**src/rtl/mem_port_arbiter_if.sv**
```systemverilog
// Bundle of the fetch, data and memory-macro signals around mem_port_arbiter.
// Each requester raises req and holds its fields stable until gnt is high. The request is accepted in that cycle, and rvalid follows exactly one cycle later.
interface mem_port_arbiter_if #(
  parameter int ADDR_WIDTH = 34,
  parameter int MEM_AW     = 16
);
  logic                  instr_req_i;
  logic [ADDR_WIDTH-1:0] instr_addr_i;
  logic                  instr_gnt_o;
  logic                  instr_rvalid_o;
  logic [31:0]           instr_rdata_o;

  logic                  data_req_i;
  logic [ADDR_WIDTH-1:0] data_addr_i;
  logic                  data_we_i;
  logic [3:0]            data_be_i;
  logic [31:0]           data_wdata_i;
  logic                  data_gnt_o;
  logic                  data_rvalid_o;
  logic [31:0]           data_rdata_o;

  logic                  mem_en_o;
  logic [MEM_AW-1:0]     mem_addr_o;
  logic [3:0]            mem_we_o;
  logic [31:0]           mem_wdata_o;
  logic [31:0]           mem_rdata_i;

  // Debug view of the arbitration state (wait counter or round-robin pointer)
  logic [3:0]            dbg_wait_cnt_o;
  logic                  dbg_rr_last_o;

  modport slave (
    input  instr_req_i, instr_addr_i,
    input  data_req_i, data_addr_i, data_we_i, data_be_i, data_wdata_i,
    input  mem_rdata_i,
    output instr_gnt_o, instr_rvalid_o, instr_rdata_o,
    output data_gnt_o, data_rvalid_o, data_rdata_o,
    output mem_en_o, mem_addr_o, mem_we_o, mem_wdata_o,
    output dbg_wait_cnt_o, dbg_rr_last_o
  );

  modport master (
    output instr_req_i, instr_addr_i,
    output data_req_i, data_addr_i, data_we_i, data_be_i, data_wdata_i,
    output mem_rdata_i,
    input  instr_gnt_o, instr_rvalid_o, instr_rdata_o,
    input  data_gnt_o, data_rvalid_o, data_rdata_o,
    input  mem_en_o, mem_addr_o, mem_we_o, mem_wdata_o,
    input  dbg_wait_cnt_o, dbg_rr_last_o
  );
endinterface

```
**src/rtl/mem_port_arbiter.sv**
```systemverilog
// Shares one single-port RAM between instruction fetch and data ports.
// Data wins by default with a MAX_WAIT fetch starvation guard; define MEM_PORT_ARB_RR_EN for round-robin.
module mem_port_arbiter #(
   parameter int ADDR_WIDTH = 34,
   parameter int MEM_AW     = 16,
   parameter int MAX_WAIT   = 4
) (
   input logic                clk,
   input logic                rst,
   mem_port_arbiter_if.slave  bus
);

   if (MAX_WAIT < 1 || MAX_WAIT > 15) begin : g_bad_max_wait
      $error("mem_port_arbiter: MAX_WAIT must be in 1..15");
   end
   if ($bits(bus.instr_addr_i) != ADDR_WIDTH) begin : g_bad_addr_width
      $error("mem_port_arbiter: interface ADDR_WIDTH mismatch");
   end

   logic resp_pend_q, resp_pend_d;
   logic resp_owner_q, resp_owner_d;
   logic instr_win, instr_gnt, data_gnt;
`ifdef MEM_PORT_ARB_RR_EN
   logic rr_last_q, rr_last_d;
`else
   localparam logic [3:0] MaxWaitC = 4'(MAX_WAIT);
   logic [3:0] wait_cnt_q, wait_cnt_d;
`endif

   // Upper and byte-offset address bits are intentionally ignored.
   logic unused_addr_bits;
   assign unused_addr_bits = ^{bus.instr_addr_i, bus.data_addr_i};

   always_ff @(posedge clk) begin
      if (rst) begin
         resp_pend_q  <= 1'b0;
         resp_owner_q <= 1'b0;
`ifdef MEM_PORT_ARB_RR_EN
         rr_last_q    <= 1'b0;
`else
         wait_cnt_q   <= 4'd0;
`endif
      end else begin
         resp_pend_q  <= resp_pend_d;
         resp_owner_q <= resp_owner_d;
`ifdef MEM_PORT_ARB_RR_EN
         rr_last_q    <= rr_last_d;
`else
         wait_cnt_q   <= wait_cnt_d;
`endif
      end
   end

   always_comb begin
      resp_pend_d  = instr_gnt | data_gnt;
      resp_owner_d = resp_owner_q;
      if (data_gnt)       resp_owner_d = 1'b1;
      else if (instr_gnt) resp_owner_d = 1'b0;
`ifdef MEM_PORT_ARB_RR_EN
      rr_last_d = rr_last_q;
      if (data_gnt)       rr_last_d = 1'b1;
      else if (instr_gnt) rr_last_d = 1'b0;
`else
      wait_cnt_d = 4'd0;
      if (bus.instr_req_i && !instr_gnt) wait_cnt_d = wait_cnt_q + 4'd1;
`endif
   end

   always_comb begin
`ifdef MEM_PORT_ARB_RR_EN
      instr_win = bus.instr_req_i & (~bus.data_req_i | rr_last_q);
      bus.dbg_wait_cnt_o = 4'd0;
      bus.dbg_rr_last_o  = rr_last_q;
`else
      // Fetch is forced through once it has lost MAX_WAIT cycles in a row.
      instr_win = bus.instr_req_i & (~bus.data_req_i | (wait_cnt_q == MaxWaitC));
      bus.dbg_wait_cnt_o = wait_cnt_q;
      bus.dbg_rr_last_o  = 1'b0;
`endif
      instr_gnt = instr_win & ~rst;
      data_gnt  = bus.data_req_i & ~instr_win & ~rst;

      bus.instr_gnt_o = instr_gnt;
      bus.data_gnt_o  = data_gnt;
      bus.mem_en_o    = instr_gnt | data_gnt;
      bus.mem_addr_o  = '0;
      bus.mem_we_o    = 4'd0;
      bus.mem_wdata_o = 32'd0;
      if (instr_gnt) begin
         bus.mem_addr_o = bus.instr_addr_i[MEM_AW+1:2];
      end else if (data_gnt) begin
         bus.mem_addr_o  = bus.data_addr_i[MEM_AW+1:2];
         bus.mem_we_o    = bus.data_be_i & {4{bus.data_we_i}};
         bus.mem_wdata_o = bus.data_wdata_i;
      end

      bus.instr_rvalid_o = resp_pend_q & ~resp_owner_q;
      bus.data_rvalid_o  = resp_pend_q & resp_owner_q;
      bus.instr_rdata_o  = bus.instr_rvalid_o ? bus.mem_rdata_i : 32'd0;
      bus.data_rdata_o   = bus.data_rvalid_o  ? bus.mem_rdata_i : 32'd0;
   end

endmodule

```
**src/flat_wrapper.sv**
```systemverilog
// flat-port wrapper written by rule: the top's interface ports become plain ports
module mem_port_arbiter_flat 
#(
   parameter int ADDR_WIDTH = 34,
   parameter int MEM_AW     = 16,
   parameter int MAX_WAIT   = 4
)
  (clk, rst, bus_instr_req_i, bus_instr_addr_i, bus_data_req_i, bus_data_addr_i, bus_data_we_i, bus_data_be_i, bus_data_wdata_i, bus_mem_rdata_i, bus_instr_gnt_o, bus_instr_rvalid_o, bus_instr_rdata_o, bus_data_gnt_o, bus_data_rvalid_o, bus_data_rdata_o, bus_mem_en_o, bus_mem_addr_o, bus_mem_we_o, bus_mem_wdata_o, bus_dbg_wait_cnt_o, bus_dbg_rr_last_o);
  mem_port_arbiter_if #(.ADDR_WIDTH(ADDR_WIDTH), .MEM_AW(MEM_AW)) bus_i ();
  input logic clk;
  input logic rst;
  input wire logic [$bits(bus_i.instr_req_i)-1:0] bus_instr_req_i;
  input wire logic [$bits(bus_i.instr_addr_i)-1:0] bus_instr_addr_i;
  input wire logic [$bits(bus_i.data_req_i)-1:0] bus_data_req_i;
  input wire logic [$bits(bus_i.data_addr_i)-1:0] bus_data_addr_i;
  input wire logic [$bits(bus_i.data_we_i)-1:0] bus_data_we_i;
  input wire logic [$bits(bus_i.data_be_i)-1:0] bus_data_be_i;
  input wire logic [$bits(bus_i.data_wdata_i)-1:0] bus_data_wdata_i;
  input wire logic [$bits(bus_i.mem_rdata_i)-1:0] bus_mem_rdata_i;
  output wire logic [$bits(bus_i.instr_gnt_o)-1:0] bus_instr_gnt_o;
  output wire logic [$bits(bus_i.instr_rvalid_o)-1:0] bus_instr_rvalid_o;
  output wire logic [$bits(bus_i.instr_rdata_o)-1:0] bus_instr_rdata_o;
  output wire logic [$bits(bus_i.data_gnt_o)-1:0] bus_data_gnt_o;
  output wire logic [$bits(bus_i.data_rvalid_o)-1:0] bus_data_rvalid_o;
  output wire logic [$bits(bus_i.data_rdata_o)-1:0] bus_data_rdata_o;
  output wire logic [$bits(bus_i.mem_en_o)-1:0] bus_mem_en_o;
  output wire logic [$bits(bus_i.mem_addr_o)-1:0] bus_mem_addr_o;
  output wire logic [$bits(bus_i.mem_we_o)-1:0] bus_mem_we_o;
  output wire logic [$bits(bus_i.mem_wdata_o)-1:0] bus_mem_wdata_o;
  output wire logic [$bits(bus_i.dbg_wait_cnt_o)-1:0] bus_dbg_wait_cnt_o;
  output wire logic [$bits(bus_i.dbg_rr_last_o)-1:0] bus_dbg_rr_last_o;
  assign bus_i.instr_req_i = bus_instr_req_i;
  assign bus_i.instr_addr_i = bus_instr_addr_i;
  assign bus_i.data_req_i = bus_data_req_i;
  assign bus_i.data_addr_i = bus_data_addr_i;
  assign bus_i.data_we_i = bus_data_we_i;
  assign bus_i.data_be_i = bus_data_be_i;
  assign bus_i.data_wdata_i = bus_data_wdata_i;
  assign bus_i.mem_rdata_i = bus_mem_rdata_i;
  assign bus_instr_gnt_o = bus_i.instr_gnt_o;
  assign bus_instr_rvalid_o = bus_i.instr_rvalid_o;
  assign bus_instr_rdata_o = bus_i.instr_rdata_o;
  assign bus_data_gnt_o = bus_i.data_gnt_o;
  assign bus_data_rvalid_o = bus_i.data_rvalid_o;
  assign bus_data_rdata_o = bus_i.data_rdata_o;
  assign bus_mem_en_o = bus_i.mem_en_o;
  assign bus_mem_addr_o = bus_i.mem_addr_o;
  assign bus_mem_we_o = bus_i.mem_we_o;
  assign bus_mem_wdata_o = bus_i.mem_wdata_o;
  assign bus_dbg_wait_cnt_o = bus_i.dbg_wait_cnt_o;
  assign bus_dbg_rr_last_o = bus_i.dbg_rr_last_o;
  mem_port_arbiter #(.ADDR_WIDTH(ADDR_WIDTH), .MEM_AW(MEM_AW), .MAX_WAIT(MAX_WAIT)) u_core (.clk(clk), .rst(rst), .bus(bus_i));
endmodule
```
**config.mk**
```make
export PLATFORM = sky130hd
export DESIGN_NAME = mem_port_arbiter_flat
export DESIGN_NICKNAME = d
export VERILOG_FILES = /design/src/rtl/mem_port_arbiter_if.sv /design/src/rtl/mem_port_arbiter.sv /design/src/flat_wrapper.sv
export SDC_FILE = /design/constraint.sdc
export NUM_CORES = 1
export LEC_CHECK = 0
export CORE_AREA = 4 4 101 103
export CTS_CLUSTER_DIAMETER = 50
export DETAILED_ROUTE_END_ITERATION = 10
export DIE_AREA = 0 0 105 107
export PLACE_DENSITY = 0.68
export SYNTH_ARGS = -nofsm -noshare
export SYNTH_HDL_FRONTEND = slang
export SYNTH_SLANG_ARGS = --single-unit
```
**constraint.sdc**
```tcl
create_clock -name clk -period 1.7 [get_ports clk]
set_input_delay 0.34 -clock clk [delete_from_list [all_inputs] [get_ports clk]]
set_output_delay 0.34 -clock clk [all_outputs]
set_load 0.02 [all_outputs]
```
==> summary.txt, run 1 <==
Status
  • Status: finished with violations
  • Failing checks: setup timing

Synth
  • Top cells by area, synth: and2_1 35%, and3_1 20%, a22o_1 12%
  • Unique masters post-synth: 22
  • Prevailing post-synth register cell: dfxtp_1
  • Count leader, synth: and2_1
  • Async SR Flop Fraction: 0%
  • Synthesis-stage register bit count: 6
  • Register area share after synthesis: 10.5%
  • Synth area leader: and2_1
  • Syn avg cell area: between 6 and 7 µm²
  • Synth cell count leaders: 65 x and2_1, 36 x and3_1, 16 x a22o_1
  • Synth Warn #: 0
  • Post-synth net total: 308
  • Number of flops mapped to enable cells by yosys: 0
  • Synthesized instance count: 165
  • Share of the synthesized area in the top cell type: 35.5%
  • Synthesized cell area: 1150 µm²

Critical path
  • Critical-path top delay cell: clkdlybuf4s50_1
  • R2r setup slk: 0.33 ns
  • Critical R2R Capture: u_core.bus.dbg_wait_cnt_o[1]
  • Crit path largest cell delay: approximately 0.50 ns
  • Crit path buf inv count: 4
  • Worst Reg2Reg Path Length in Cells: 5
  • CP Capture Type: output port
  • Critical path arrival: between 1.5 and 2 ns
  • Max FO, Critical Path: 5
  • Worst Path Required: roughly 1.4 ns
  • CP Class: primary input to output port
  • Crit-path leading delay family: buffers and inverters
  • Worst r2r src: u_core.bus.dbg_wait_cnt_o[1]
  • CP startpoint kind: primary input
  • Critical Path Most Common Cell: buf_6
  • Critical-path cell list: clkdlybuf4s50_1 -> nand2b_4 -> a21oi_4 -> buf_6 -> clkbuf_16 -> a22o_4 -> buf_6

Detailed routing
  • DR WL/cell: 15.6 µm
  • Final wirelength: slightly above 8000 µm
  • DRC viols: 0
  • Drt initial violations: 57
  • Post-DRT Antenna Nets: 0
  • Vias post-DR: 2,148
  • Vias per cell: a little over 4
  • TritonRoute pass-1 iters: 3

Power and ir drop
  • Switching Power: 462 µW
  • Cell Pwr Density: between 300 and 400 nW/µm²
  • Static Leak: 0.00197 µW
  • Combinational share of power: 71.8%
  • Power share of the clock group: 17.0%
  • Switch share: 34.7%
  • Seq pwr share: 11.1%
  • Int Power: slightly below 900 µW
  • VDD IR max: 121 µV

Cells and area
  • Area growth from synthesis to layout: 245%
  • Final Non-Filler Cells: 517
  • Diodes inserted: 0
  • Finished Core Util: 43.0%
  • Net count, final: 550
  • Share of post-route cells with drive strength above 1: 51.7%

Global route
  • Met2 Use GR: between 20% and 30%
  • Remaining Overflow, GRT: 0
  • Largest net degree at the start of global routing: 34
  • Met1 GRT Util: 11.6%
  • Gr busiest metal: met2
  • Global-route wire length before repair: 11,300 µm
  • GR Util met3: under 10%
  • Number of global-route vias before repair: 2,192
  • Antenna violations before repair: 0
  • Total global-route track usage: roughly 12%

Hold path
  • Worst hold path type: flip-flop to flip-flop
  • Hold endpoint: u_core.bus.dbg_wait_cnt_o[0]
  • HP Start: u_core.bus.dbg_wait_cnt_o[0]
  • Worst hold stages: 2

Placement
  • DP HPWL: 6310 µm
  • Port bufs: approximately 230
  • GP Congestion: 0.736
  • DP Cell Count: 502
  • Pre-CTS WS: -0.851 ns

CTS
  • H-tree depth: 1
  • Total CTS buffers: 3
  • Clk Latency, worst-skew pair: approximately 0.22 ns
  • CTS max path bufs: 2
  • Clk pin slew, worst setup/hold paths: approximately 0.040 ns
  • CTS sink count: 6
  • Clock Root Buffer: clkbuf_8
  • Clock tree from TritonCTS: built
  • CTS Hold Bufs: 0

Run
  • Max-cap viol count: 0

Floorplan
  • Initial Util: roughly 12%
  • Die Wd: 105 µm
  • Total core area: 9200 µm²
  • DIE HEIGHT: about 110 µm
  • Die ar.: 11,200 µm²
  • Io pins: between 200 and 300
  • Std cell rows: 35

STA
  • Final critical-path required period: 2.06 ns
  • Final Cycle Share: 121%
  • Max Clock Skew: 0.000950 ns
  • Hold Vio Cnt, Final: 0
  • Final count of negative-setup-slack endpoints: 54
  • RSZ-0062 raised after global routing: yes
  • Max Slew Vio Count: 0
  • Fmax: roughly 480 MHz
  • Final setup margin: -0.363 ns
  • Final Hold Slack: 0.535 ns
sequential cells by signal, summed over array words and instances, names as in the netlist:
signal	flops
u_core.resp_owner_q	1
u_core.resp_pend_q	1
u_core.bus.dbg_wait_cnt_o	4
placed cells by master, fill, tap and decap left out, drive strengths merged, types with 2 or more instances in the layout:
cell type | synthesis | layout
dfxtp | 6 | 6
inv | 5 | 5
a22o | 16 | 16
and3 | 36 | 36
dlygate4sd2 | 0 | 6
buf | 8 | 92
clkdlybuf4s15 | 0 | 10
clkbuf | 9 | 44
clkdlybuf4s50 | 0 | 106
and2 | 65 | 65
ha | 2 | 2
nor2 | 7 | 7
worst reg2reg max path, stage by stage, from the launching register on:
cell and delay [ns]:
dfxtp_4 0.35, inv_4 0.03, ha_4 0.14, and3b_4 0.20, or3b_1 0.46, nor2_1 0.12
cell families (layout without fill, tap and decap cells):
kind of cell	count (synthesis)	in the layout	share of synthesized area (%)
flops	6	6	10.5
simple gates	113	113	60.8
other cells	1	1	0.327
buf+inv	22	263	9.39
fa+ha+maj	2	2	2.18
compound gates	19	19	15.3
xor+xnor	2	2	1.53
area by class of cell:
type                       count  area (µm²)
fill                         925        5250
timing repair buffer         254        2480
multi-input combinational    137        1130
tap                          111         139
sequential                     6         129
clock buffer                   4        45.0
inverter                       5        21.3
stage by stage:
| step | instance area [µm²] | setup TNS [ns] | total power [µW] |
|---|---|---|---|
| 6_report | 3950 | -16.66 | 1330 |
| 5_1_grt | 3950 | -21.63 | 1420 |
| 4_1_cts | 4020 | -17.80 | 1310 |
| 2_1_floorplan | 1330 | -2.03 | 498 |
| 3_5_place_dp | 3800 | -54.06 | 1040 |
| 3_3_place_gp | 3800 | -54.14 | 1030 |
routing by layer:
| metal | wire (µm) | share of wire, % |
|---|---|---|
| met5 | 0 | 0 |
| met2 | 4300 | 53 |
| met1 | 2820 | 35 |
| met3 | 907 | 11 |
| met4 | 34 | 0.42 |
what timing repair did:
action	CTS	global route
resized for setup	456	109
setup endpoints to repair	120	116
pin swaps	8	9
cloned	2	6
buffers inserted	2	1
worst max-delay path by stage:
| stage | depth (start not counted) | from | to |
|---|---|---|---|
| after floorplan | 7 | u_core.bus.dbg_wait_cnt_o[1] | bus_mem_addr_o[10] |
| after global placement | 6 | rst | bus_mem_addr_o[3] |
| after detailed placement | 6 | bus_data_req_i | bus_mem_addr_o[3] |
| after CTS | 8 | u_core.bus.dbg_wait_cnt_o[1] | bus_mem_addr_o[8] |
| after global routing | 8 | u_core.bus.dbg_wait_cnt_o[1] | bus_mem_we_o[1] |
| final | 7 | rst | bus_mem_addr_o[7] |
power by group through the flow:
stage / Combinational [µW] / Clock [µW] / Sequential (µW)
detailed placement: 893 / 0 / 148
finish: 955 / 227 / 148
global placement: 887 / 0 / 148
global route: 1020 / 254 / 148
floorplan: 345 / 0 / 152
CTS: 919 / 241 / 146
(Power assumes the default switching activity.)
==> run 2: changes to the inputs <==
Settings changed: REMOVE_ABC_BUFFERS set to 1.
==> run 2 against run 1 <==
The run still ends with setup timing left. Largest power group unchanged. Combinational power is 0.8% lower. Cell count is 0.19% higher. Sequential share of layout area is 0.12 points lower. Highest routed layer unchanged. Register-to-register slack hardly changed. Critical endpoint is now bus_mem_we_o[1]. Wire length is 5.8% higher. Cell area hardly changed. Total power is 1.7% lower.
==> summary.txt, run 2 (synthesis gave the netlist of run 1 again) <==
Placement
  • DP HPWL: 6420 µm (+1.6%)
  • GP Congestion: 0.734 (-0.38%)
  • DP Cell Count: 502 (unchanged)
  • Port bufs: 229 (unchanged)
  • Pre-CTS WS: -0.828 ns (+0.0229 ns)

CTS
  • Clk Latency, worst-skew pair: 0.22 ns (about the same)
  • CTS sink count: 6 (unchanged)
  • CTS max path bufs: 2 (unchanged)
  • Clock Root Buffer: clkbuf_8
  • Total CTS buffers: 3 (unchanged)
  • Clk pin slew, worst setup/hold paths: 0.04 ns (about the same)
  • H-tree depth: 1 (unchanged)
  • CTS Hold Bufs: 0 (unchanged)
  • Clock tree from TritonCTS: built

STA
  • Max Clock Skew: 0.00199 ns (+0.00104 ns)
  • Max Slew Vio Count: 0 (unchanged)
  • Final count of negative-setup-slack endpoints: 54 (unchanged)
  • Final critical-path required period: 2.03 ns (-0.0334 ns)
  • Final Cycle Share: 119% (-2.0 points)
  • Hold Vio Cnt, Final: 0 (unchanged)
  • Fmax: 493 MHz (+1.6%)
  • Final setup margin: -0.330 ns (+0.0334 ns)
  • RSZ-0062 raised after global routing: yes

Floorplan
  • Die ar.: 11,200 µm² (unchanged)
  • DIE HEIGHT: 107 µm (unchanged)
  • Total core area: 9200 µm² (unchanged)
  • Std cell rows: 35 (unchanged)
  • Initial Util: 12.5% (unchanged)
  • Io pins: 267 (unchanged)
  • Die Wd: 105 µm (unchanged)

Critical path
  • CP startpoint kind: flip-flop
  • Crit path largest cell delay: 0.32 ns (-0.18 ns)
  • Setup crit end: bus_mem_we_o[1]
  • Critical R2R Capture: u_core.resp_owner_q
  • CP Capture Type: output port
  • R2r setup slk: 0.34 ns (about the same)
  • Worst Reg2Reg Path Length in Cells: 7 (+2)
  • Worst r2r src: u_core.bus.dbg_wait_cnt_o[0]
  • CP Class: flip-flop to output port
  • Max FO, Critical Path: 7 (+2)
  • Critical path arrival: 1.69 ns (-0.03 ns)
  • Critical-path top delay cell: dfxtp_2
  • Critical-path cell list: inv_2 -> ha_4 -> and3b_4 -> a21oi_4 -> buf_8 -> buf_16 -> and3_4 -> buf_6
  • Worst Path Required: 1.36 ns (about the same)
  • Worst Setup SP: u_core.bus.dbg_wait_cnt_o[0]

Detailed routing
  • TritonRoute pass-1 iters: 2 (-1)
  • DR WL/cell: 16.5 µm (+5.6%)
  • Vias per cell: 4.16 (+0.23%)
  • DRC viols: 0 (unchanged)
  • Final wirelength: 8540 µm (+5.8%)
  • Post-DRT Antenna Nets: 0 (unchanged)
  • Vias post-DR: 2,157 (+0.42%)
  • Drt initial violations: 30 (-47%)

Cells and area
  • Max reg flops: 4 (unchanged)
  • Area growth from synthesis to layout: 244% (about the same)
  • Fillcell total: 914 (-1.2%)
  • Final Non-Filler Cells: 518 (+0.19%)
  • Net count, final: 552 (+0.36%)
  • Most frequent cells in the layout: 105 x clkdlybuf4s50_1, 55 x buf_6, 38 x and2_1, 32 x and3_1, 27 x and2_4
  • Share of post-route cells with drive strength above 1: 42.5% (-9.2 points)
  • Storage cell area: 124 µm² (-3.9%)
  • Footprint of the multi-input gates: 1040 µm² (-8.1%)
  • Diodes inserted: 0 (unchanged)
  • Commonest non-fill, non-tap cell in the layout: clkdlybuf4s50_1

Status
  • Failing checks: setup timing
  • Status: finished with violations

Hold path
  • Worst hold path type: flip-flop to flip-flop

Power and ir drop
  • Cell Pwr Density: 331 nW/µm² (-1.6%)
  • VDD IR max: 146 µV (+20%)
  • Static Leak: 0.00197 µW (-0.18%)

Global route
  • Remaining Overflow, GRT: 0 (unchanged)
  • Largest net degree at the start of global routing: 34 (unchanged)
  • Total global-route track usage: 13.7% (+1.3 points)
  • Antenna violations before repair: 0 (unchanged)
  • Number of global-route vias before repair: 2,213 (+0.96%)
  • Global-route wire length before repair: 12,100 µm (+7.1%)

Run
  • Max-cap viol count: 0 (unchanged)
## run 2: cell types whose count changed in the layout (fill, tap and decap cells not counted), sizes merged
| cell | before | now |
|---|---|---|
| buf | 92 | 99 |
| clkbuf | 44 | 30 |
| dlymetal6s2s | 0 | 1 |
| clkdlybuf4s50 | 106 | 105 |
| dlygate4sd2 | 6 | 8 |
| clkdlybuf4s15 | 10 | 16 |
## run 2: worst min path at each step
stage	to	cells past startpoint	start	slack, ns
after floorplan	u_core.resp_pend_q	1	rst	0.41
after global placement	u_core.bus.dbg_wait_cnt_o[0]	2	u_core.bus.dbg_wait_cnt_o[0]	0.53
after detailed placement	u_core.bus.dbg_wait_cnt_o[0]	2	u_core.bus.dbg_wait_cnt_o[0]	0.54
after CTS	u_core.bus.dbg_wait_cnt_o[0]	2	u_core.bus.dbg_wait_cnt_o[0]	0.53
after global routing	u_core.bus.dbg_wait_cnt_o[0]	2	u_core.bus.dbg_wait_cnt_o[0]	0.55
final	u_core.bus.dbg_wait_cnt_o[0]	2	u_core.bus.dbg_wait_cnt_o[0]	0.53
## run 2: layer usage
metal	vias up	GRT usage, %	wire length, µm
met5	-	0	0
met4	0	1.78	21
met3	4	5.48	951
met2	161	28.2	4560
met1	950	12.7	3000
li1	1042	-	-
## run 2: area by class of cell
cell class                      instances  area share, %
Multi-Input combinational cell        137           26.4
Tap cell                              111           3.52
Timing Repair Buffer                  256           65.5
Clock buffer                            3           1.05
Sequential cell                         6           3.14
Inverter                                5          0.475
## run 2: where the power goes
group | internal (µW) | switching [µW] | total [µW]
registers | 147 | 4.87 | 152
logic | 555 | 392 | 947
clock network | 152 | 57.5 | 209
## run 2: metrics by stage
step / TNS, ns / hold WS (ns) / utilization, % / area (µm²) / total power, µW
after CTS: -17.01 / 0.533 / 43.8 / 4030 / 1310
after detailed placement: -55.01 / 0.536 / 39.5 / 3630 / 1000
after floorplan: -51.83 / 0.412 / - / 1060 / 446
after global placement: -52.02 / 0.529 / 39.5 / 3630 / 996
after global routing: -19.48 / 0.545 / 42.9 / 3950 / 1390
final: -16.02 / 0.529 / 42.9 / 3950 / 1310
## run 2: timing repair
| action | in CTS | in global routing |
|---|---|---|
| setup buffers | 3 | 2 |
| gates resized for setup | 479 | 105 |
| setup endpoints to repair | 121 | 120 |
| pin swaps | 33 | 3 |
| cloned | 7 | 1 |
## run 2: worst max-delay path: cells and delay by family (launching register included)
| family | cells | cell delay (ns) |
|---|---|---|
| buffers and inverters | 4 | 0.46 |
| DFF | 1 | 0.32 |
| adders and majority gates | 1 | 0.14 |
| AOI/OAI and AO/OA | 1 | 0.16 |
| and+or+nand+nor | 2 | 0.38 |
